## config.mk

```make
export PLATFORM = sky130hd
export DESIGN_NAME = spi_master_ctrl
export DESIGN_NICKNAME = d
export VERILOG_FILES = /design/src/rtl/spi_pkg.sv /design/src/rtl/spi_clk_div.sv /design/src/rtl/spi_master_ctrl.sv
export SDC_FILE = /design/constraint.sdc
export NUM_CORES = 1
export LEC_CHECK = 0
export BUFFER_PORTS_ARGS = -buffer_cell sky130_fd_sc_hd__buf_2
export CAP_MARGIN = 20
export CORE_ASPECT_RATIO = 0.5
export CORE_MARGIN = 3
export CORE_UTILIZATION = 45
export CTS_CLUSTER_DIAMETER = 100
export DETAILED_ROUTE_END_ITERATION = 10
export PLACE_DENSITY = 0.74
export SLEW_MARGIN = 20
export SYNTH_ARGS = -nofsm -noshare
export SYNTH_HDL_FRONTEND = slang
export SYNTH_SLANG_ARGS = --single-unit
```

## constraint.sdc

```tcl
create_clock -name clk -period 5.2 [get_ports clk]
set_input_delay 1.04 -clock clk [delete_from_list [all_inputs] [get_ports clk]]
set_output_delay 1.04 -clock clk [all_outputs]
set_load 0.05 [all_outputs]
```

## src/rtl/spi_pkg.sv

```systemverilog
// Shared definitions for the SPI register-protocol master.
//   FRAME_BITS : bits per frame (8-bit header + 8-bit data)
//   HDR_WR_BIT : header bit carrying the write flag
//   ADDR_W     : register address width (header[3:0])
//   DATA_W     : data byte width
//   spi_state_e: master FSM states
//   build_frame: assembles {wr,3'b000,addr,data}; reads send 8'h00 as data
package spi_pkg;

   localparam int FRAME_BITS = 16;
   localparam int HDR_WR_BIT = 7;
   localparam int ADDR_W     = 4;
   localparam int DATA_W     = 8;

   typedef enum logic [2:0] {
      IDLE,
      LEAD,
      HIGH,
      LOW,
      GAP
   } spi_state_e;

   function automatic logic [FRAME_BITS-1:0] build_frame(
      input logic              wr,
      input logic [ADDR_W-1:0] addr,
      input logic [DATA_W-1:0] wdata
   );
      logic [DATA_W-1:0] hdr;
      logic [DATA_W-1:0] dat;
      hdr             = '0;
      hdr[HDR_WR_BIT] = wr;
      hdr[ADDR_W-1:0] = addr;
      dat             = wr ? wdata : '0;
      return {hdr, dat};
   endfunction

endpackage

```

## src/rtl/spi_clk_div.sv

```systemverilog
// Half-period tick generator for the SPI master.
//   clk       : system clock
//   rst       : synchronous active-high reset
//   clr       : synchronous clear, holds the count at zero
//   en        : count enable (master is inside a frame)
//   phase_end : 1-cycle pulse on the last clk cycle of each CLK_DIV-cycle phase
module spi_clk_div #(
   parameter int CLK_DIV = 4
) (
   input  logic clk,
   input  logic rst,
   input  logic clr,
   input  logic en,
   output logic phase_end
);

   localparam int            CW   = (CLK_DIV > 1) ? $clog2(CLK_DIV) : 1;
   localparam logic [CW-1:0] LAST = CW'(CLK_DIV - 1);

   logic [CW-1:0] div_cnt;

   always_ff @(posedge clk) begin
      if (rst || clr) begin
         div_cnt <= '0;
      end else if (en) begin
         div_cnt <= (div_cnt == LAST) ? '0 : div_cnt + 1'b1;
      end
   end

   assign phase_end = en && (div_cnt == LAST);

endmodule

```

## src/rtl/spi_master_ctrl.sv

```systemverilog
// SPI master for the 16-bit register-slave protocol (header then data, MSB first).
//   clk, rst            : system clock, synchronous active-high reset
//   start               : command strobe, taken only while not busy
//   cmd_write/addr/wdata: command fields, captured at acceptance
//   busy                : frame or inter-frame gap in progress
//   done                : 1-cycle pulse at frame completion
//   rd_status, rd_data  : miso bits 15..8 and 7..0 of the last completed frame
//   spi_clk/cs/mosi/miso: SPI pins (clock idles low, cs active low)
module spi_master_ctrl
   import spi_pkg::*;
#(
   parameter int CLK_DIV = 4,
   parameter int CS_GAP  = 4
) (
   input  logic              clk,
   input  logic              rst,
   input  logic              start,
   input  logic              cmd_write,
   input  logic [ADDR_W-1:0] cmd_addr,
   input  logic [DATA_W-1:0] cmd_wdata,
   output logic              busy,
   output logic              done,
   output logic [DATA_W-1:0] rd_status,
   output logic [DATA_W-1:0] rd_data,
   output logic              spi_clk,
   output logic              spi_cs,
   output logic              spi_mosi,
   input  logic              spi_miso
);

   localparam int            GW       = $clog2(CS_GAP + 1);
   localparam logic [GW-1:0] GAP_LAST = GW'(CS_GAP - 1);
   localparam logic [4:0]    NBITS    = 5'(FRAME_BITS);

   spi_state_e            state;
   logic [FRAME_BITS-1:0] shift_tx;
   logic [FRAME_BITS-1:0] shift_rx;
   logic [FRAME_BITS-1:0] tx_frame;
   logic [FRAME_BITS-1:0] rx_next;
   logic [4:0]            bit_cnt;
   logic [GW-1:0]         gap_cnt;
   logic                  div_en;
   logic                  phase_end;

   assign tx_frame = build_frame(cmd_write, cmd_addr, cmd_wdata);
   // Includes the bit being sampled this cycle so the frame-end capture sees all 16.
   assign rx_next  = {shift_rx[FRAME_BITS-2:0], spi_miso};
   assign div_en   = (state == LEAD) || (state == HIGH) || (state == LOW);

   spi_clk_div #(.CLK_DIV(CLK_DIV)) u_div (
      .clk       (clk),
      .rst       (rst),
      .clr       (!div_en),
      .en        (div_en),
      .phase_end (phase_end)
   );

   always_ff @(posedge clk) begin
      if (rst) begin
         state     <= IDLE;
         spi_cs    <= 1'b1;
         spi_clk   <= 1'b0;
         spi_mosi  <= 1'b0;
         busy      <= 1'b0;
         done      <= 1'b0;
         rd_status <= '0;
         rd_data   <= '0;
         shift_tx  <= '0;
         shift_rx  <= '0;
         bit_cnt   <= '0;
         gap_cnt   <= '0;
      end else begin
         done <= 1'b0;
         case (state)
            IDLE: begin
               if (start && !busy) begin
                  shift_tx <= tx_frame;
                  spi_mosi <= tx_frame[FRAME_BITS-1];
                  spi_cs   <= 1'b0;
                  busy     <= 1'b1;
                  bit_cnt  <= '0;
                  state    <= LEAD;
               end
            end
            LEAD: begin
               if (phase_end) begin
                  spi_clk <= 1'b1;
                  state   <= HIGH;
               end
            end
            HIGH: begin
               // Falling edge: the only place mosi advances.
               if (phase_end) begin
                  spi_clk  <= 1'b0;
                  if (bit_cnt < NBITS) bit_cnt <= bit_cnt + 1'b1;
                  shift_tx <= {shift_tx[FRAME_BITS-2:0], 1'b0};
                  spi_mosi <= shift_tx[FRAME_BITS-2];
                  state    <= LOW;
               end
            end
            LOW: begin
               // Sample late in the low phase so the slave's drive lag has settled.
               if (phase_end) begin
                  shift_rx <= rx_next;
                  if (bit_cnt < NBITS) begin
                     spi_clk <= 1'b1;
                     state   <= HIGH;
                  end else begin
                     spi_cs    <= 1'b1;
                     spi_mosi  <= 1'b0;
                     rd_status <= rx_next[FRAME_BITS-1:DATA_W];
                     rd_data   <= rx_next[DATA_W-1:0];
                     done      <= 1'b1;
                     gap_cnt   <= '0;
                     state     <= GAP;
                  end
               end
            end
            GAP: begin
               if (gap_cnt == GAP_LAST) begin
                  busy  <= 1'b0;
                  state <= IDLE;
               end else begin
                  gap_cnt <= gap_cnt + 1'b1;
               end
            end
            default: state <= IDLE;
         endcase
      end
   end

endmodule

```

==> impl_metrics.xml, run 1 <==
<?xml version="1.0" encoding="UTF-8"?>
<metrics>
  <group name="cells_and_area">
    <metric name="layout.cells.most_common" unit="">dfxtp_1</metric>
    <metric name="num_antenna_cells" unit="">0</metric>
    <metric name="cell_count_final_fillers_out" unit="">386</metric>
    <metric name="ratio_of_cells_with_drive_above_1_in_the_final_layout" unit="">0.180</metric>
    <metric name="finalNetCount" unit="">332</metric>
    <metric name="fillers" unit="">484</metric>
    <metric name="final_cell_mix" unit="">dfxtp_1, nand2_1, buf_2</metric>
    <metric name="area.growth.synth_to_final" unit="%">15.5</metric>
    <metric name="final_core_util" unit="">0.566</metric>
  </group>
  <group name="yosys">
    <metric name="avgSynthCellArea" unit="sq um">8.84</metric>
    <metric name="synth_cell_types" unit="">41</metric>
    <metric name="ys_dominant_reg_cell" unit="">dfxtp_1</metric>
    <metric name="mappedNetlistNets" unit="">307</metric>
    <metric name="postSynth.asyncResetShare" unit="">0</metric>
    <metric name="post_synth_inst_count" unit="">286</metric>
    <metric name="ys_warn_count" unit="">0</metric>
    <metric name="synth_edf_count" unit="">0</metric>
    <metric name="ys_seq_area_frac" unit="">0.507</metric>
    <metric name="number_of_register_bits_inferred_by_synthesis" unit="">64</metric>
    <metric name="synthesis.area" unit="sq um">2530</metric>
  </group>
  <group name="sta">
    <metric name="setup_viol" unit="">0</metric>
    <metric name="unrepaired_setup_endpoints_after_global_routing" unit="">no</metric>
    <metric name="finalWorstSetupSlack" unit="ps">2980</metric>
    <metric name="min_period_over_period" unit="">0.427</metric>
    <metric name="final_period_minus_worst_setup_slack" unit="ps">2220</metric>
    <metric name="worst_slew_pin_slew" unit="ps">850</metric>
    <metric name="final.setup_skew" unit="ps">9.47</metric>
    <metric name="timing.slew.headroom" unit="">0.433</metric>
    <metric name="hold_violations" unit="">0</metric>
    <metric name="peak_freq" unit="GHz">0.451</metric>
    <metric name="setup_total_negative_slack" unit="ps">0</metric>
    <metric name="finalMaxSlewViolations" unit="">0</metric>
  </group>
  <group name="route">
    <metric name="detail-route-antenna-nets" unit="">0</metric>
    <metric name="drt_iter0_markers" unit="">123</metric>
    <metric name="first_pass_iters" unit="">5</metric>
    <metric name="totalWireLength" unit="um">5020</metric>
    <metric name="wl_per_cell" unit="um">13.0</metric>
    <metric name="dr_total_vias" unit="">2075</metric>
    <metric name="routed_via_density" unit="">5.38</metric>
    <metric name="drc_errors" unit="">0</metric>
  </group>
  <group name="clocking">
    <metric name="clock-sinks" unit="">64</metric>
    <metric name="total_cts_buffers" unit="">9</metric>
    <metric name="post_cts.resized_instances" unit="">0</metric>
    <metric name="clk_transition_reported_paths" unit="ps">70</metric>
    <metric name="post-cts-setup-buffers" unit="">0</metric>
    <metric name="clock_latency" unit="ps">340</metric>
    <metric name="h-tree-depth" unit="">3</metric>
    <metric name="cts_tree" unit="">done</metric>
    <metric name="cts_root_buf" unit="">clkbuf_8</metric>
    <metric name="cts_max_path_buffers" unit="">2</metric>
    <metric name="cts-hold-fix-buffers" unit="">0</metric>
  </group>
  <group name="placed_design">
    <metric name="dpl_hpwl" unit="um">3330</metric>
    <metric name="routabilityCongestion" unit="">0.728</metric>
    <metric name="dp_cells" unit="">370</metric>
    <metric name="dpl_worst_slack" unit="ps">2490</metric>
    <metric name="port_buffers" unit="">37</metric>
  </group>
  <group name="die">
    <metric name="floorplan.die.width" unit="um">112</metric>
    <metric name="floorplan.initialDensity" unit="">0.490</metric>
    <metric name="die_height" unit="um">59.0</metric>
    <metric name="row_count" unit="">18</metric>
    <metric name="floorplan.io_pins" unit="">38</metric>
    <metric name="dieArea" unit="sq um">6610</metric>
    <metric name="floorplan_core_area" unit="sq um">5160</metric>
  </group>
  <group name="setup_path">
    <metric name="arrival_worst_endpoint" unit="ps">2460</metric>
    <metric name="startpoint_kind_of_the_worst_setup_timing_path" unit="">primary input</metric>
    <metric name="cp-end-kind" unit="">flop</metric>
    <metric name="worst_setup_path_type" unit="">in2reg</metric>
    <metric name="path_max_fanout" unit="">27</metric>
    <metric name="ff2ff_setup_slack" unit="ps">3250</metric>
    <metric name="critical_path_required" unit="ps">5440</metric>
  </group>
  <group name="power_and_ir_drop">
    <metric name="max-vdd-ir-drop" unit="mV">0.181</metric>
    <metric name="leakagePower" unit="nW">1.15</metric>
    <metric name="p_per_area" unit="nW/um^2">361</metric>
  </group>
  <group name="min_path">
    <metric name="hold_path_class" unit="">reg2reg</metric>
  </group>
  <group name="global_routing">
    <metric name="largest_net_degree_at_the_start_of_global_routing" unit="">49</metric>
    <metric name="wire_length_of_the_first_global_routing_pass" unit="um">8480</metric>
    <metric name="grt_pass1_vias" unit="">1880</metric>
    <metric name="grt_antenna_before_repair" unit="">0</metric>
    <metric name="grt.total_usage" unit="">0.161</metric>
    <metric name="overflow" unit="">0</metric>
  </group>
  <group name="flow_run">
    <metric name="maximum_capacitance_violations" unit="">0</metric>
  </group>
  <group name="status">
    <metric name="run_status" unit="">complete, no violations</metric>
  </group>
</metrics>
[metal layers]
| metal | GRT usage | part of all wire | up-vias |
|---|---|---|---|
| met2 | 0.258 | 0.44 | 52 |
| met1 | 0.202 | 0.48 | 964 |
| met4 | 0.0531 | 0.011 | 0 |
| met3 | 0.0663 | 0.073 | 6 |
| met5 | 0 | 0 | - |
| li1 | - | - | 1053 |
[logic make-up after synthesis]
kind of cell | Yosys count | synth area share
AO/OA/AOI/OAI | 65 | 0.188
XOR/XNOR | 3 | 0.0104
adder cells (fa/ha/maj) | 4 | 0.0198
buffers and inverters | 28 | 0.0515
flip-flops | 64 | 0.507
multiplexers | 2 | 0.00792
AND/OR/NAND/NOR | 120 | 0.216
[critical path, stage by stage]
cell	delay, ps
buf_2	100
or3b_4	410
a21boi_4	530
nor2_1	80
a311oi_1	290
[final timing paths]
path                      end             start  depth (start not counted)
max reg2reg       shift_tx[1]  u_div.div_cnt[0]                          5
min reg2reg  u_div.div_cnt[0]  u_div.div_cnt[0]                          1
max               shift_tx[1]             start                          5
min          u_div.div_cnt[0]  u_div.div_cnt[0]                          1
[power by group]
group	switching, mW	internal, mW
clock network	0.197	0.284
registers	0.00899	0.502
logic	0.0382	0.0220
[sequential cells by signal (all words and copies together) (netlist names), 2 cells and up]
register       cells
bit_cnt            5
gap_cnt            3
shift_tx          15
state              3
rd_data            8
rd_status          8
u_div.div_cnt      2
shift_rx          15
[cells in the mapped netlist (all sizes together), types with 2 or more instances]
cell type	count	area [sq um]
a21oi	24	120
a221oi	3	26.3
a22o	15	131
a311oi	11	96.3
and3	4	25.0
buf	13	73.8
clkbuf	10	37.5
dfxtp	64	1280
ha	4	50.1
inv	5	18.8
mux2i	2	20.0
nand2	58	218
nand3	13	65.1
nand4	2	12.5
nor2	23	88.8
nor2b	4	25.0
nor3	5	25.0
o211ai	2	15.0
o21ai	2	10.0
or2	2	12.5
or3	2	12.5
xor2	3	26.3
[cell type report]
class                      count  area [sq um]  area share
multi-input combinational    194          1120       0.383
clock buffer                  10           138      0.0471
sequential                    64          1280       0.439
timing repair buffer          37           185      0.0634
clock inverter                 6          90.1      0.0309
inverter                       5          18.8     0.00643
tap                           70          87.6      0.0300
[stage by stage]
stage | power (mW) | instance area [sq um] | hold slack, ps
after floorplan | 0.568 | 2530 | 405
after global placement | 0.581 | 2690 | 412
after detailed placement | 0.583 | 2690 | 424
after CTS | 1.06 | 2920 | 434
after global routing | 1.09 | 2920 | 453
final | 1.05 | 2920 | 432
Note: power is estimated with default switching activity, not from simulation.
==> inputs of run 2 (changes only) <==
--- a/config.mk
+++ b/config.mk
@@ -12,7 +12,7 @@
 export CORE_UTILIZATION = 45
 export CTS_CLUSTER_DIAMETER = 100
 export DETAILED_ROUTE_END_ITERATION = 10
-export PLACE_DENSITY = 0.74
+export PLACE_DENSITY = 0.77
 export SLEW_MARGIN = 20
 export SYNTH_ARGS = -nofsm -noshare
 export SYNTH_HDL_FRONTEND = slang
==> constraint.sdc (replaced) <==
create_clock -name clk -period 2 [get_ports clk]
set_input_delay 0.4 -clock clk [delete_from_list [all_inputs] [get_ports clk]]
set_output_delay 0.4 -clock clk [all_outputs]
set_load 0.05 [all_outputs]
==> run 2 against run 1 <==
Sequential cell count is the same. Combinational power grew to 2.9 times the previous value. Final area grew 1.6%. Largest power group unchanged. Total power grew 150%.
==> impl_metrics.xml, run 2 (synthesis results as in run 1) <==
<?xml version="1.0" encoding="UTF-8"?>
<metrics>
  <group name="status">
    <metric name="run_status" unit="">complete, no violations</metric>
  </group>
  <group name="setup_path">
    <metric name="path_buf_inv" unit="">0</metric>
    <metric name="worst_setup_path_end" unit="">gap_cnt[0]</metric>
    <metric name="arrival_worst_endpoint" unit="ps">2040</metric>
    <metric name="crit_path_max_incr_delay" unit="ps">590</metric>
    <metric name="cp-end-kind" unit="">flop</metric>
    <metric name="path_max_fanout" unit="">7</metric>
    <metric name="worst_setup_path_type" unit="">reg2reg</metric>
    <metric name="critical_path_required" unit="ps">2270</metric>
    <metric name="r2r_start" unit="">gap_cnt[0]</metric>
    <metric name="startpoint_kind_of_the_worst_setup_timing_path" unit="">flop</metric>
    <metric name="worst_path_most_repeated_cell" unit="">ha_1</metric>
    <metric name="r2r-end" unit="">gap_cnt[0]</metric>
    <metric name="worst_path_max_delay_cell" unit="">or4b_1</metric>
    <metric name="setup.worst_path.start" unit="">gap_cnt[0]</metric>
    <metric name="timing.critical_path.cells" unit="">ha_1, ha_1, or4b_1, or2_0, a21oi_1</metric>
    <metric name="cpLargestDelayFamily" unit="">simple AND/OR/NAND/NOR gates</metric>
    <metric name="path_depth" unit="">5</metric>
    <metric name="ff2ff_setup_slack" unit="ps">220</metric>
    <metric name="ff2ff_path_depth" unit="">5</metric>
  </group>
  <group name="cells_and_area">
    <metric name="num_antenna_cells" unit="">0</metric>
    <metric name="ratio_of_cells_with_drive_above_1_in_the_final_layout" unit="">0.197</metric>
    <metric name="largest_registers" unit="">shift_rx: 15 flops, shift_tx: 15 flops</metric>
    <metric name="final_core_util" unit="">0.575</metric>
    <metric name="fillers" unit="">474</metric>
    <metric name="area.growth.synth_to_final" unit="%">17.4</metric>
    <metric name="seqCellArea" unit="sq um">1280</metric>
    <metric name="cell_count_final_fillers_out" unit="">395</metric>
    <metric name="layout.cells.most_common" unit="">dfxtp_1</metric>
    <metric name="final_cell_mix" unit="">dfxtp_1, nand2_1, buf_2</metric>
    <metric name="finalNetCount" unit="">341</metric>
    <metric name="multi_input_comb_area" unit="sq um">1120</metric>
  </group>
  <group name="clocking">
    <metric name="cts-hold-fix-buffers" unit="">0</metric>
    <metric name="cts_root_buf" unit="">clkbuf_8</metric>
    <metric name="total_cts_buffers" unit="">9</metric>
    <metric name="post_cts.resized_instances" unit="">0</metric>
    <metric name="h-tree-depth" unit="">3</metric>
    <metric name="post-cts-setup-buffers" unit="">0</metric>
    <metric name="clock_latency" unit="ps">340</metric>
    <metric name="clk_transition_reported_paths" unit="ps">70</metric>
    <metric name="clock-sinks" unit="">64</metric>
    <metric name="cts_max_path_buffers" unit="">2</metric>
    <metric name="cts_tree" unit="">done</metric>
  </group>
  <group name="sta">
    <metric name="setup_viol" unit="">0</metric>
    <metric name="finalWorstSetupSlack" unit="ps">223</metric>
    <metric name="setup_total_negative_slack" unit="ps">0</metric>
    <metric name="min_period_over_period" unit="">0.888</metric>
    <metric name="worst_slew_pin_slew" unit="ps">520</metric>
    <metric name="peak_freq" unit="GHz">0.563</metric>
    <metric name="unrepaired_setup_endpoints_after_global_routing" unit="">no</metric>
    <metric name="final.setup_skew" unit="ps">7.84</metric>
    <metric name="finalMaxSlewViolations" unit="">0</metric>
    <metric name="hold_violations" unit="">0</metric>
    <metric name="final_period_minus_worst_setup_slack" unit="ps">1780</metric>
    <metric name="timing.slew.headroom" unit="">0.654</metric>
  </group>
  <group name="route">
    <metric name="drc_errors" unit="">0</metric>
    <metric name="drt_iter0_markers" unit="">168</metric>
    <metric name="wl_per_cell" unit="um">12.5</metric>
    <metric name="first_pass_iters" unit="">4</metric>
    <metric name="routed_via_density" unit="">5.38</metric>
    <metric name="detail-route-antenna-nets" unit="">0</metric>
    <metric name="dr_total_vias" unit="">2126</metric>
    <metric name="totalWireLength" unit="um">4930</metric>
  </group>
  <group name="placed_design">
    <metric name="dpl_hpwl" unit="um">3390</metric>
    <metric name="dp_cells" unit="">379</metric>
    <metric name="port_buffers" unit="">37</metric>
    <metric name="routabilityCongestion" unit="">0.774</metric>
    <metric name="dpl_worst_slack" unit="ps">260</metric>
  </group>
  <group name="global_routing">
    <metric name="wire_length_of_the_first_global_routing_pass" unit="um">8510</metric>
    <metric name="grt.total_usage" unit="">0.161</metric>
    <metric name="grt_pass1_vias" unit="">1944</metric>
    <metric name="grt_antenna_before_repair" unit="">0</metric>
    <metric name="overflow" unit="">0</metric>
    <metric name="largest_net_degree_at_the_start_of_global_routing" unit="">28</metric>
  </group>
  <group name="die">
    <metric name="dieArea" unit="sq um">6610</metric>
    <metric name="floorplan_core_area" unit="sq um">5160</metric>
    <metric name="row_count" unit="">18</metric>
    <metric name="floorplan.die.width" unit="um">112</metric>
    <metric name="floorplan.initialDensity" unit="">0.490</metric>
    <metric name="die_height" unit="um">59.0</metric>
    <metric name="floorplan.io_pins" unit="">38</metric>
  </group>
  <group name="power_and_ir_drop">
    <metric name="p_per_area" unit="nW/um^2">871</metric>
    <metric name="comb_power_share" unit="">0.067</metric>
    <metric name="leakagePower" unit="nW">1.19</metric>
    <metric name="max-vdd-ir-drop" unit="mV">0.368</metric>
    <metric name="p_clk_frac" unit="">0.420</metric>
    <metric name="sw_frac_of_total" unit="">0.233</metric>
    <metric name="switching_power" unit="uW">603</metric>
    <metric name="intPower" unit="mW">1.98</metric>
    <metric name="seq_power_share" unit="">0.514</metric>
  </group>
  <group name="flow_run">
    <metric name="maximum_capacitance_violations" unit="">0</metric>
  </group>
  <group name="min_path">
    <metric name="hold_path_class" unit="">in2reg</metric>
  </group>
</metrics>
-- run 2: cell types whose count changed in the layout (fill, tap and decap cells not counted), sizes merged --
cell / delta
buf: +9
inv: -1
clkbuf: +1
bufinv: -1
clkinv: +1
-- run 2: cell type report --
class / count / area share
multi-input cells: 194 / 0.376
clock buffers: 11 / 0.0477
flip-flops and latches: 64 / 0.432
inverters: 5 / 0.00633
clock inverters: 5 / 0.0190
repair buffers: 46 / 0.0894
well taps: 70 / 0.0295
-- run 2: metrics by stage --
stage / power, mW / area (sq um) / hold WS (ps)
floorplan: 1.48 / 2530 / 405
global placement: 1.52 / 2770 / 415
detailed placement: 1.53 / 2770 / 433
CTS: 2.62 / 2970 / 277
global route: 2.70 / 2970 / 285
finish: 2.58 / 2970 / 291
-- run 2: layer usage --
| layer | share of wire | up-vias | GRT usage |
|---|---|---|---|
| li1 | - | 1066 | - |
| met3 | 0.059 | 9 | 0.0622 |
| met2 | 0.47 | 63 | 0.280 |
| met4 | 0.017 | 0 | 0.0668 |
| met1 | 0.46 | 988 | 0.183 |
| met5 | 0 | - | 0 |
-- run 2: worst reg2reg max path, stage by stage (launching register included) --
cell and delay [ps]:
dfxtp_1 320, ha_1 210, ha_1 200, or4b_1 590, or2_0 250, a21oi_1 140
-- run 2: worst min-delay path by stage --
stage	end	startpoint	slack, ps	cells after the start
2_1_floorplan	u_div.div_cnt[0]	u_div.div_cnt[0]	410	1
4_1_cts	rd_data[0]	spi_miso	280	2
6_report	rd_data[0]	spi_miso	290	2
3_3_place_gp	u_div.div_cnt[0]	u_div.div_cnt[0]	410	1
3_5_place_dp	u_div.div_cnt[0]	u_div.div_cnt[0]	430	1
5_1_grt	rd_data[0]	spi_miso	280	2
-- run 2: power groups by stage --
stage,clock network (mW),registers (mW),logic (mW)
2_1_floorplan,0,1.37,0.108
3_3_place_gp,0,1.35,0.168
3_5_place_dp,0,1.36,0.172
4_1_cts,1.12,1.33,0.173
5_1_grt,1.18,1.33,0.192
6_report,1.08,1.33,0.172
==> inputs of run 3 (changes only) <==
--- a/config.mk
+++ b/config.mk
@@ -5,6 +5,7 @@
 export SDC_FILE = /design/constraint.sdc
 export NUM_CORES = 1
 export LEC_CHECK = 0
+export ABC_AREA = 1
 export BUFFER_PORTS_ARGS = -buffer_cell sky130_fd_sc_hd__buf_2
 export CAP_MARGIN = 20
 export CORE_ASPECT_RATIO = 0.5
==> run 3 against run 2 <==
Combinational power rose by 79%. Area after synthesis rose by 5.3%. Sequential cell count did not move. Highest routed layer unchanged. Total power rose by 27%. Synthesized cell count rose by 22%. Utilization fell by 0.36 points. Largest power group is now clock.
==> impl_metrics.xml, run 3 <==
<?xml version="1.0" encoding="UTF-8"?>
<metrics>
  <group name="yosys">
    <metric name="synth_edf_count" unit="">0</metric>
    <metric name="postSynth.asyncResetShare" unit="">0</metric>
    <metric name="synth_top_cells_by_count" unit="">nand2_1, dfxtp_1, a21oi_1, inv_1, nor2_1</metric>
    <metric name="synthesis.area" unit="sq um">2660</metric>
    <metric name="ys_seq_area_frac" unit="">0.481</metric>
    <metric name="avgSynthCellArea" unit="sq um">7.60</metric>
    <metric name="synth.top_cell.area_share" unit="">0.481</metric>
    <metric name="ys_dominant_reg_cell" unit="">dfxtp_1</metric>
    <metric name="synthMostInstantiatedCell" unit="">nand2_1</metric>
    <metric name="mappedNetlistNets" unit="">371</metric>
    <metric name="synth_cell_types" unit="">26</metric>
    <metric name="yosys-top-cells-area" unit="">dfxtp_1, nand2_1, a21oi_1, nand3_1, inv_1</metric>
    <metric name="yosys_top_cell_by_area" unit="">dfxtp_1</metric>
    <metric name="number_of_register_bits_inferred_by_synthesis" unit="">64</metric>
    <metric name="post_synth_inst_count" unit="">350</metric>
    <metric name="ys_warn_count" unit="">0</metric>
  </group>
  <group name="setup_path">
    <metric name="cp-end-kind" unit="">flop</metric>
    <metric name="startpoint_kind_of_the_worst_setup_timing_path" unit="">flop</metric>
    <metric name="arrival_worst_endpoint" unit="ps">1820</metric>
    <metric name="path_max_fanout" unit="">18</metric>
    <metric name="critical_path_required" unit="ps">2220</metric>
    <metric name="ff2ff_path_depth" unit="">6</metric>
    <metric name="worst_setup_path_type" unit="">reg2reg</metric>
  </group>
  <group name="clocking">
    <metric name="h-tree-depth" unit="">3</metric>
    <metric name="cts_root_buf" unit="">clkbuf_16</metric>
    <metric name="cts_tree" unit="">done</metric>
    <metric name="clock_latency" unit="ps">330</metric>
    <metric name="total_cts_buffers" unit="">9</metric>
    <metric name="post-cts-setup-buffers" unit="">0</metric>
    <metric name="cts_max_path_buffers" unit="">2</metric>
    <metric name="post_cts.resized_instances" unit="">0</metric>
    <metric name="cts-hold-fix-buffers" unit="">0</metric>
    <metric name="clk_transition_reported_paths" unit="ps">50</metric>
    <metric name="clock-sinks" unit="">64</metric>
  </group>
  <group name="sta">
    <metric name="setup_viol" unit="">0</metric>
    <metric name="worst_slew_pin_slew" unit="ps">411</metric>
    <metric name="hold_violations" unit="">0</metric>
    <metric name="timing.slew.headroom" unit="">0.725</metric>
    <metric name="timing.hold.ws" unit="ps">342</metric>
    <metric name="final_period_minus_worst_setup_slack" unit="ps">1600</metric>
    <metric name="finalMaxSlewViolations" unit="">0</metric>
    <metric name="peak_freq" unit="GHz">0.624</metric>
    <metric name="final.setup_skew" unit="ps">7.14</metric>
    <metric name="min_period_over_period" unit="">0.801</metric>
    <metric name="finalWorstSetupSlack" unit="ps">398</metric>
    <metric name="setup_total_negative_slack" unit="ps">0</metric>
    <metric name="unrepaired_setup_endpoints_after_global_routing" unit="">no</metric>
  </group>
  <group name="placed_design">
    <metric name="placed_cell_area" unit="sq um">2890</metric>
    <metric name="routabilityCongestion" unit="">0.891</metric>
    <metric name="dpl_hpwl" unit="um">3490</metric>
    <metric name="dp_cells" unit="">450</metric>
    <metric name="dpl_worst_slack" unit="ps">437</metric>
    <metric name="port_buffers" unit="">37</metric>
  </group>
  <group name="power_and_ir_drop">
    <metric name="totalPowerFinal" unit="mW">3.27</metric>
    <metric name="leakagePower" unit="nW">1.40</metric>
    <metric name="p_per_area" unit="nW/um^2">1020</metric>
    <metric name="max-vdd-ir-drop" unit="mV">0.521</metric>
  </group>
  <group name="cells_and_area">
    <metric name="largest_registers" unit="">shift_rx: 15 flops, shift_tx: 15 flops</metric>
    <metric name="area.growth.synth_to_final" unit="%">20.0</metric>
    <metric name="ratio_of_cells_with_drive_above_1_in_the_final_layout" unit="">0.221</metric>
    <metric name="num_antenna_cells" unit="">0</metric>
    <metric name="layout.cells.most_common" unit="">nand2_1</metric>
    <metric name="finalNetCount" unit="">409</metric>
    <metric name="final_cell_mix" unit="">nand2_1, dfxtp_1, buf_2</metric>
    <metric name="final_core_util" unit="">0.572</metric>
    <metric name="fillers" unit="">535</metric>
    <metric name="cell_count_final_fillers_out" unit="">466</metric>
    <metric name="finish.instance_area" unit="sq um">3190</metric>
  </group>
  <group name="route">
    <metric name="routed_via_density" unit="">4.97</metric>
    <metric name="route.layer.met1.wl" unit="um">2560</metric>
    <metric name="drc_errors" unit="">0</metric>
    <metric name="drt_iter0_markers" unit="">99</metric>
    <metric name="detail-route-antenna-nets" unit="">0</metric>
    <metric name="totalWireLength" unit="um">5340</metric>
    <metric name="first_pass_iters" unit="">4</metric>
    <metric name="wl_met2" unit="um">2420</metric>
    <metric name="length_of_routed_met3_wiring" unit="um">260</metric>
    <metric name="dr_total_vias" unit="">2316</metric>
    <metric name="wl_per_cell" unit="um">11.4</metric>
    <metric name="route.top_layer_used" unit="">met4</metric>
  </group>
  <group name="global_routing">
    <metric name="grt_pass1_vias" unit="">2095</metric>
    <metric name="largest_net_degree_at_the_start_of_global_routing" unit="">33</metric>
    <metric name="grt.total_usage" unit="">0.168</metric>
    <metric name="wire_length_of_the_first_global_routing_pass" unit="um">9180</metric>
    <metric name="overflow" unit="">0</metric>
    <metric name="grt_antenna_before_repair" unit="">0</metric>
  </group>
  <group name="min_path">
    <metric name="holdPathStages" unit="">3</metric>
    <metric name="hold_path_class" unit="">in2reg</metric>
  </group>
  <group name="die">
    <metric name="dieArea" unit="sq um">6930</metric>
    <metric name="floorplan_core_area" unit="sq um">5590</metric>
    <metric name="row_count" unit="">19</metric>
    <metric name="floorplan.die.width" unit="um">115</metric>
    <metric name="floorplan.io_pins" unit="">38</metric>
    <metric name="floorplan.initialDensity" unit="">0.476</metric>
    <metric name="die_height" unit="um">60.4</metric>
  </group>
  <group name="status">
    <metric name="run_status" unit="">complete, no violations</metric>
  </group>
  <group name="flow_run">
    <metric name="maximum_capacitance_violations" unit="">0</metric>
  </group>
</metrics>
==> run 3: cell type report <==
cell class                 instances  area, sq um  area share
clock buffer                      12          256      0.0803
timing repair buffer              42          223      0.0697
tap                               73         91.3      0.0286
sequential                        64         1280       0.401
clock inverter                     4         51.3      0.0161
inverter                          39          146      0.0458
multi-input combinational        232         1140       0.358
==> run 3: cell families (layout without fill, tap and decap cells) <==
kind of cell | after synthesis | count (layout) | share of synthesized area
simple gates | 145 | 145 | 0.241
compound gates | 83 | 83 | 0.170
flops | 64 | 64 | 0.481
buf+inv | 54 | 97 | 0.0889
fa+ha+maj | 4 | 4 | 0.0188
==> run 3: power by group <==
group | leakage, nW | internal (mW) | switching, mW
Clock | 0.149 | 1.03 | 0.546
Combinational | 0.735 | 0.0996 | 0.208
Sequential | 0.520 | 1.34 | 0.0409
Total | 1.40 | 2.47 | 0.795
==> run 3: worst paths after layout <==
check / from / endpoint / slack [ps]
hold / removal: cmd_wdata[0] / shift_tx[0] / 340
hold reg to reg: u_div.div_cnt[0] / u_div.div_cnt[0] / 430
setup reg to reg: state[0] / shift_tx[1] / 400
setup / recovery: state[0] / shift_tx[1] / 400
==> run 3: routing by layer <==
metal  vias up  GRT usage
li1       1219          -
met1      1045      0.203
met2        41      0.277
met3        11     0.0568
met4         0     0.0786
met5         -          0
==> run 3: worst max-delay path, stage by stage (launching register included) <==
cell and delay (ps):
dfxtp_1 390, nor2_2 270, nand3_2 180, nand2_4 230, inv_2 160, o21ai_0 200, nor2_1 60
